File: src/rtl/alu_pkg.sv
// Shared definitions for the ALU sequencer: data/instruction widths,
// instruction field positions, opcode values and the sequencer FSM encoding.
package alu_pkg;

  localparam int unsigned DATA_W   = 8;
  localparam int unsigned INSTR_W  = 16;
  localparam int unsigned OP_W     = 4;
  localparam int unsigned REG_AW   = 2;
  localparam int unsigned NUM_REGS = 4;

  // Instruction field LSB positions; imm8 overlays rb and the low bits.
  localparam int unsigned OP_LSB  = 12;
  localparam int unsigned RD_LSB  = 10;
  localparam int unsigned RA_LSB  = 8;
  localparam int unsigned RB_LSB  = 6;
  localparam int unsigned IMM_LSB = 0;

  localparam logic [OP_W-1:0] OP_PASSB = 4'h0;
  localparam logic [OP_W-1:0] OP_NOT   = 4'h1;
  localparam logic [OP_W-1:0] OP_AND   = 4'h2;
  localparam logic [OP_W-1:0] OP_OR    = 4'h3;
  localparam logic [OP_W-1:0] OP_XOR   = 4'h4;
  localparam logic [OP_W-1:0] OP_SHL   = 4'h7;
  localparam logic [OP_W-1:0] OP_SHR   = 4'h8;
  localparam logic [OP_W-1:0] OP_SRA   = 4'h9;
  localparam logic [OP_W-1:0] OP_LDI   = 4'hF;

  typedef enum logic [1:0] {
    IDLE = 2'd0,
    EXEC = 2'd1,
    WB   = 2'd2
  } state_t;

  function automatic logic [OP_W-1:0] instr_op(input logic [INSTR_W-1:0] iw);
    return iw[OP_LSB +: OP_W];
  endfunction

  function automatic logic [REG_AW-1:0] instr_rd(input logic [INSTR_W-1:0] iw);
    return iw[RD_LSB +: REG_AW];
  endfunction

  function automatic logic [REG_AW-1:0] instr_ra(input logic [INSTR_W-1:0] iw);
    return iw[RA_LSB +: REG_AW];
  endfunction

  function automatic logic [REG_AW-1:0] instr_rb(input logic [INSTR_W-1:0] iw);
    return iw[RB_LSB +: REG_AW];
  endfunction

  function automatic logic [DATA_W-1:0] instr_imm(input logic [INSTR_W-1:0] iw);
    return iw[IMM_LSB +: DATA_W];
  endfunction

  // True for opcodes with an ALU-defined meaning; others pass through verbatim.
  function automatic logic op_is_defined(input logic [OP_W-1:0] op);
    return (op == OP_PASSB) || (op == OP_NOT) || (op == OP_AND) ||
           (op == OP_OR)    || (op == OP_XOR) || (op == OP_SHL) ||
           (op == OP_SHR)   || (op == OP_SRA) || (op == OP_LDI);
  endfunction

endpackage

File: src/rtl/regfile4x8.sv
// 4-entry x 8-bit register file.
// Ports: clk, rst (sync, active-high, clears all entries); we/waddr/wdata
// synchronous write; raddr_a/rdata_a and raddr_b/rdata_b combinational
// operand reads; dbg_addr/dbg_data combinational debug read.
module regfile4x8
  import alu_pkg::*;
(
  input  logic              clk,
  input  logic              rst,
  input  logic              we,
  input  logic [REG_AW-1:0] waddr,
  input  logic [DATA_W-1:0] wdata,
  input  logic [REG_AW-1:0] raddr_a,
  output logic [DATA_W-1:0] rdata_a,
  input  logic [REG_AW-1:0] raddr_b,
  output logic [DATA_W-1:0] rdata_b,
  input  logic [REG_AW-1:0] dbg_addr,
  output logic [DATA_W-1:0] dbg_data
);

  logic [DATA_W-1:0] mem [NUM_REGS];

  // Storage with synchronous clear.
  always_ff @(posedge clk) begin
    if (rst) begin
      for (int i = 0; i < int'(NUM_REGS); i++) begin
        mem[i] <= '0;
      end
    end else if (we) begin
      mem[waddr] <= wdata;
    end
  end

  assign rdata_a  = mem[raddr_a];
  assign rdata_b  = mem[raddr_b];
  assign dbg_data = mem[dbg_addr];

endmodule

File: src/rtl/alu_sequencer.sv
// Instruction sequencer for the external combinational 8-bit ALU.
// Accepts one 16-bit instruction per valid/ready handshake, reads operands
// from a 4x8 register file, drives registered alu_sel/alu_a/alu_b, waits
// EXEC_WAIT cycles for alu_c to settle, then writes the result back.
// Ports: clk, rst (sync, active-high); instr/instr_valid/instr_ready fetch
// handshake; alu_sel/alu_a/alu_b ALU drive, alu_c ALU result; done one-cycle
// write-back pulse; dbg_addr/dbg_data combinational register-file peek.
module alu_sequencer
  import alu_pkg::*;
#(
  parameter int unsigned EXEC_WAIT = 1
) (
  input  logic               clk,
  input  logic               rst,
  input  logic [INSTR_W-1:0] instr,
  input  logic               instr_valid,
  output logic               instr_ready,
  output logic [OP_W-1:0]    alu_sel,
  output logic [DATA_W-1:0]  alu_a,
  output logic [DATA_W-1:0]  alu_b,
  input  logic [DATA_W-1:0]  alu_c,
  output logic               done,
  input  logic [REG_AW-1:0]  dbg_addr,
  output logic [DATA_W-1:0]  dbg_data
);

  localparam int unsigned CNT_W = 2;

  state_t              state, state_next;
  logic [CNT_W-1:0]    cnt, cnt_next;
  logic [REG_AW-1:0]   rd_sel, rd_sel_next;
  logic [DATA_W-1:0]   result, result_next;
  logic [OP_W-1:0]     alu_sel_next;
  logic [DATA_W-1:0]   alu_a_next, alu_b_next;
  logic                done_next;

  logic [DATA_W-1:0]   rdata_a, rdata_b;
  logic                rf_we;

  // Ready depends only on state and reset, never on instr_valid.
  assign instr_ready = (state == IDLE) && !rst;
  assign rf_we       = (state == WB);

  regfile4x8 u_regfile (
    .clk      (clk),
    .rst      (rst),
    .we       (rf_we),
    .waddr    (rd_sel),
    .wdata    (result),
    .raddr_a  (instr_ra(instr)),
    .rdata_a  (rdata_a),
    .raddr_b  (instr_rb(instr)),
    .rdata_b  (rdata_b),
    .dbg_addr (dbg_addr),
    .dbg_data (dbg_data)
  );

  // State and datapath registers.
  always_ff @(posedge clk) begin
    if (rst) begin
      state   <= IDLE;
      cnt     <= '0;
      rd_sel  <= '0;
      result  <= '0;
      alu_sel <= '0;
      alu_a   <= '0;
      alu_b   <= '0;
      done    <= 1'b0;
    end else begin
      state   <= state_next;
      cnt     <= cnt_next;
      rd_sel  <= rd_sel_next;
      result  <= result_next;
      alu_sel <= alu_sel_next;
      alu_a   <= alu_a_next;
      alu_b   <= alu_b_next;
      done    <= done_next;
    end
  end

  // Next-state and datapath update. done is raised on entry to WB so the
  // registered pulse coincides with the WB cycle.
  always_comb begin
    state_next   = state;
    cnt_next     = cnt;
    rd_sel_next  = rd_sel;
    result_next  = result;
    alu_sel_next = alu_sel;
    alu_a_next   = alu_a;
    alu_b_next   = alu_b;
    done_next    = 1'b0;

    unique case (state)
      IDLE: begin
        if (instr_valid) begin
          rd_sel_next = instr_rd(instr);
          if (instr_op(instr) == OP_LDI) begin
            // ALU drive holds its previous values for LDI.
            result_next = instr_imm(instr);
            state_next  = WB;
            done_next   = 1'b1;
          end else begin
            // Operands captured at accept, so rd may alias ra/rb safely.
            alu_sel_next = instr_op(instr);
            alu_a_next   = rdata_a;
            alu_b_next   = rdata_b;
            cnt_next     = CNT_W'(EXEC_WAIT - 1);
            state_next   = EXEC;
          end
        end
      end
      EXEC: begin
        if (cnt == '0) begin
          result_next = alu_c;
          state_next  = WB;
          done_next   = 1'b1;
        end else begin
          cnt_next = cnt - CNT_W'(1);
        end
      end
      WB: begin
        state_next = IDLE;
      end
      default: begin
        state_next = IDLE;
      end
    endcase
  end

endmodule

File: config.mk
export PLATFORM = sky130hd
export DESIGN_NAME = alu_sequencer
export DESIGN_NICKNAME = d
export VERILOG_FILES = /design/src/rtl/alu_pkg.sv /design/src/rtl/regfile4x8.sv /design/src/rtl/alu_sequencer.sv
export SDC_FILE = /design/constraint.sdc
export NUM_CORES = 1
export LEC_CHECK = 0
export ABC_CLOCK_PERIOD_IN_PS = 2300
export CAP_MARGIN = 25
export CORE_MARGIN = 2
export CORE_UTILIZATION = 40
export DETAILED_ROUTE_END_ITERATION = 10
export GPL_ROUTABILITY_DRIVEN = 1
export GPL_TIMING_DRIVEN = 1
export PLACE_DENSITY = 0.59
export RECOVER_POWER = 100
export SETUP_SLACK_MARGIN = 0.5
export SYNTH_ARGS = -nofsm -noshare
export SYNTH_HDL_FRONTEND = slang
export SYNTH_SLANG_ARGS = --single-unit
export TNS_END_PERCENT = 10
File: constraint.sdc
create_clock -name clk -period 2.3 [get_ports clk]
set_clock_uncertainty 0.15 [all_clocks]
set_input_delay 0.575 -clock clk [delete_from_list [all_inputs] [get_ports clk]]
set_output_delay 0.575 -clock clk [all_outputs]
set_load 0.02 [all_outputs]
==> metrics <==
status=completed; Max VDD drop=between 0.3 and 0.4 mV; #FFs+latches synth=67; Hold Startpoint=alu_a[5]$_SDFFE_PP0P_; min Tclk post-route=between 2000 and 2500 ps; Antenna Violating Nets Remaining=0; critical setup path kind=input port to output port; area occupied by multi-input gates=about 1500 sq um; Via density=about 5.4; vias in the first global route=2234; EDFF count, synth=32; reg2reg end=alu_b[4]$_SDFFE_PP0P_; final setup violation count=0; post-placement setup slack=-741 ps; delay-heaviest family, CP=multiplexers; via count=~2400; Reg2Reg Depth=5; power per cell area=slightly below 700 nW/um^2; Seq/Total Area, Yosys=0.502; Nets=367; total negative slack=0 ps; Worst setup SP type=input port; fin crit share=0.956; cell taking the most area after synthesis=edfxtp_1; leak pwr=1.59 nW; top post-synthesis cells by area=edfxtp_1 (29%), dfxtp_1 (21%), mux4_2 (16%), and2_1 (4.5%), a21oi_1 (3.8%); clk_lat worst skew=about 330 ps; Worst Hold Class=flop to flop; CP Max Fanout=8; worst slew pin tran=around 530 ps; RR Startpoint=state[1]$_SDFFE_PP0P_; antenna violations before repair=0; Cell Area, Synth=3310 sq um; Buf/Inv on CP=3; top-area cell type share of the netlist area=0.290; Core ar.=between 8000 and 9000 sq um; Async S/R FF share, synth=0; first-pass GRT wire length=between 10000 and 15000 microns; syn nets=a little over 300; setup slack after layout=102 ps; Synth cell types=37; Synth warnings=0; max incr delay on CP=between 500 and 600 ps; clock sinks=between 60 and 70; synthesis-to-layout area growth=28.6%; number of max-cap violations=0; critical-path cell list=buf_6 -> buf_12 -> mux4_2 -> clkbuf_2; CTS Buffer Depth=2; RSZ-0062 raised after global routing=yes; grt total ovfl=0; PortBufs=a little under 60; Clk pin slew, worst setup/hold paths=approximately 80 ps; Crit-path slowest cell=mux4_2; GP Congestion=0.736; Initial Util=0.407; WL final=between 7000 and 8000 microns; I/O pins=59; critical path required time=1570 ps; fraction of layout cells with a size suffix above 1=0.219; Slew Viols, Final=0; Post-Syn Instances=between 200 and 300; DRT Pass-1 Iters=4; Rows=33; Iteration-0 DRC Markers=89; CTS Buf Count=9; Inserted Diodes=0; # H-tree levels=3; Final Hold Fails=0; DPL Wire Length=5400 microns; Chip Width=~95 microns; cts hold-fix bufs=0; max_slew headroom=0.646; dominant synthesized flop cell=dfxtp_1; largest net degree at the start of global routing=28; Root Driver=clkbuf_8; dpl cells=429; hold path endpoint=alu_a[5]$_SDFFE_PP0P_; Die Y=95.0 microns; CTS tree=built; average size of a mapped cell=between 10 and 15 sq um; R2R setup slack=around 500 ps; Reg area=between 1500 and 2000 sq um; CP Data Arrival Time=approximately 1500 ps; Worst Hold Depth=2; Cell Count, Final, Fillers Out=roughly 450; number of fill cells=between 700 and 800; f_max=~460 MHz; GRT Total Usage=0.181; routed len/inst=roughly 17 microns; CP Capture Type=output port; Remaining DRCs=0; Die ar.=9020 sq um
-- report_power, final --
group	total, mW	leakage [nW]	internal [mW]	switching, mW
Clock	1.09	0.106	0.617	0.476
Combinational	0.436	0.864	0.220	0.215
Sequential	1.36	0.618	1.31	0.0489
Total	2.89	1.59	2.15	0.740
-- final cells by class --
cell class / count / area share
clock inverter: 7 / 0.0238
multi-input combinational: 174 / 0.347
sequential: 67 / 0.391
clock buffer: 9 / 0.0291
tap: 105 / 0.0309
timing repair buffer: 82 / 0.176
inverter: 3 / 0.00264
-- tightest hold or removal path, delay by kind of cell (launching register included) --
family             cells  cell delay, ps
AOI/OAI and AO/OA      2             120
DFF                    1             310
-- what timing repair did --
item | CTS | global route
setup buffers | 0 | 2
cloned | 0 | 0
endpoints found under the setup margin | 120 | 65
gates resized for setup | 64 | 0
pin swaps | 1 | 0
-- Yosys cell counts, types with 3 or more instances --
library cell and number:
buf_2 10, a211oi_2 8, o21ai_0 16, mux2i_1 8, clkbuf_1 14, and2_1 24, nor3_1 5, nand2_1 5
nor2_1 5, nand3_1 16, dfxtp_1 35, a211oi_1 8, inv_1 3, nor2b_1 3, edfxtp_1 32, and3_1 8
mux4_2 24, a21oi_1 25
-- state kept, by name, summed over array words and instances, names as in the netlist --
| signal | cells |
|---|---|
| alu_a | 8 |
| alu_b | 8 |
| alu_sel | 4 |
| cnt | 2 |
| done | 1 |
| rd_sel | 2 |
| result | 8 |
| state | 2 |
| u_regfile.mem | 32 |
-- per-layer routing --
| metal | vias to the layer above | GRT usage | wire, microns | share of wire |
|---|---|---|---|---|
| met4 | 0 | 0.0688 | 72 | 0.0097 |
| met5 | - | 0 | 0 | 0 |
| met3 | 6 | 0.0319 | 343 | 0.046 |
| met1 | 1158 | 0.262 | 3530 | 0.48 |
| li1 | 1168 | - | - | - |
| met2 | 67 | 0.271 | 3460 | 0.47 |
-- worst max path at each step --
stage / startpoint / to / slack, ps / cells past startpoint
final: dbg_addr[0] / dbg_data[2] / 100 / 4
after global routing: instr_valid / alu_a[3]$_SDFFE_PP0P_ / 60 / 5
after CTS: dbg_addr[0] / dbg_data[2] / 110 / 4
after detailed placement: dbg_addr[0] / dbg_data[2] / -740 / 4
after global placement: dbg_addr[0] / dbg_data[2] / -730 / 4
after floorplan: dbg_addr[0] / dbg_data[0] / 330 / 2
-- layout by cell type (no fill, tap or decap), types with 3 or more instances in the layout --
cell and count:
nor2b_1 3, clkbuf_2 10, o21ai_0 16, a21oi_1 25, clkbuf_1 7, nor2_1 5
nor3_1 4, and2_1 6, a211oi_1 16, buf_4 11, nand2_1 5, nand3_1 16
inv_1 3, dlygate4sd3_1 22, mux2i_1 8, mux4_2 24, edfxtp_1 32, dfxtp_1 34
and2_0 18, and3_1 8, buf_12 5, clkdlybuf4s50_1 24, clkbuf_8 9
-- metrics by stage --
step / instance area (sq um) / power (mW) / hold WS (ps) / util
3_5_place_dp: 4140 / 1.87 / 319 / 0.509
4_1_cts: 4370 / 2.96 / 329 / 0.537
2_1_floorplan: 3330 / 1.65 / 313 / -
5_1_grt: 4260 / 3.02 / 350 / 0.523
6_report: 4260 / 2.89 / 326 / 0.523
3_3_place_gp: 4140 / 1.86 / 313 / 0.509
-- cell families (layout without fill, tap and decap cells) --
group           Yosys count  count (layout)  synth area share
mux                      32              32             0.187
simple gates             80              80             0.145
fa+ha+maj                 1               1           0.00378
compound gates           61              61             0.120
buf+inv                  31             101            0.0416
flops                    67              67             0.502
Power figures use the tool's default switching activity.
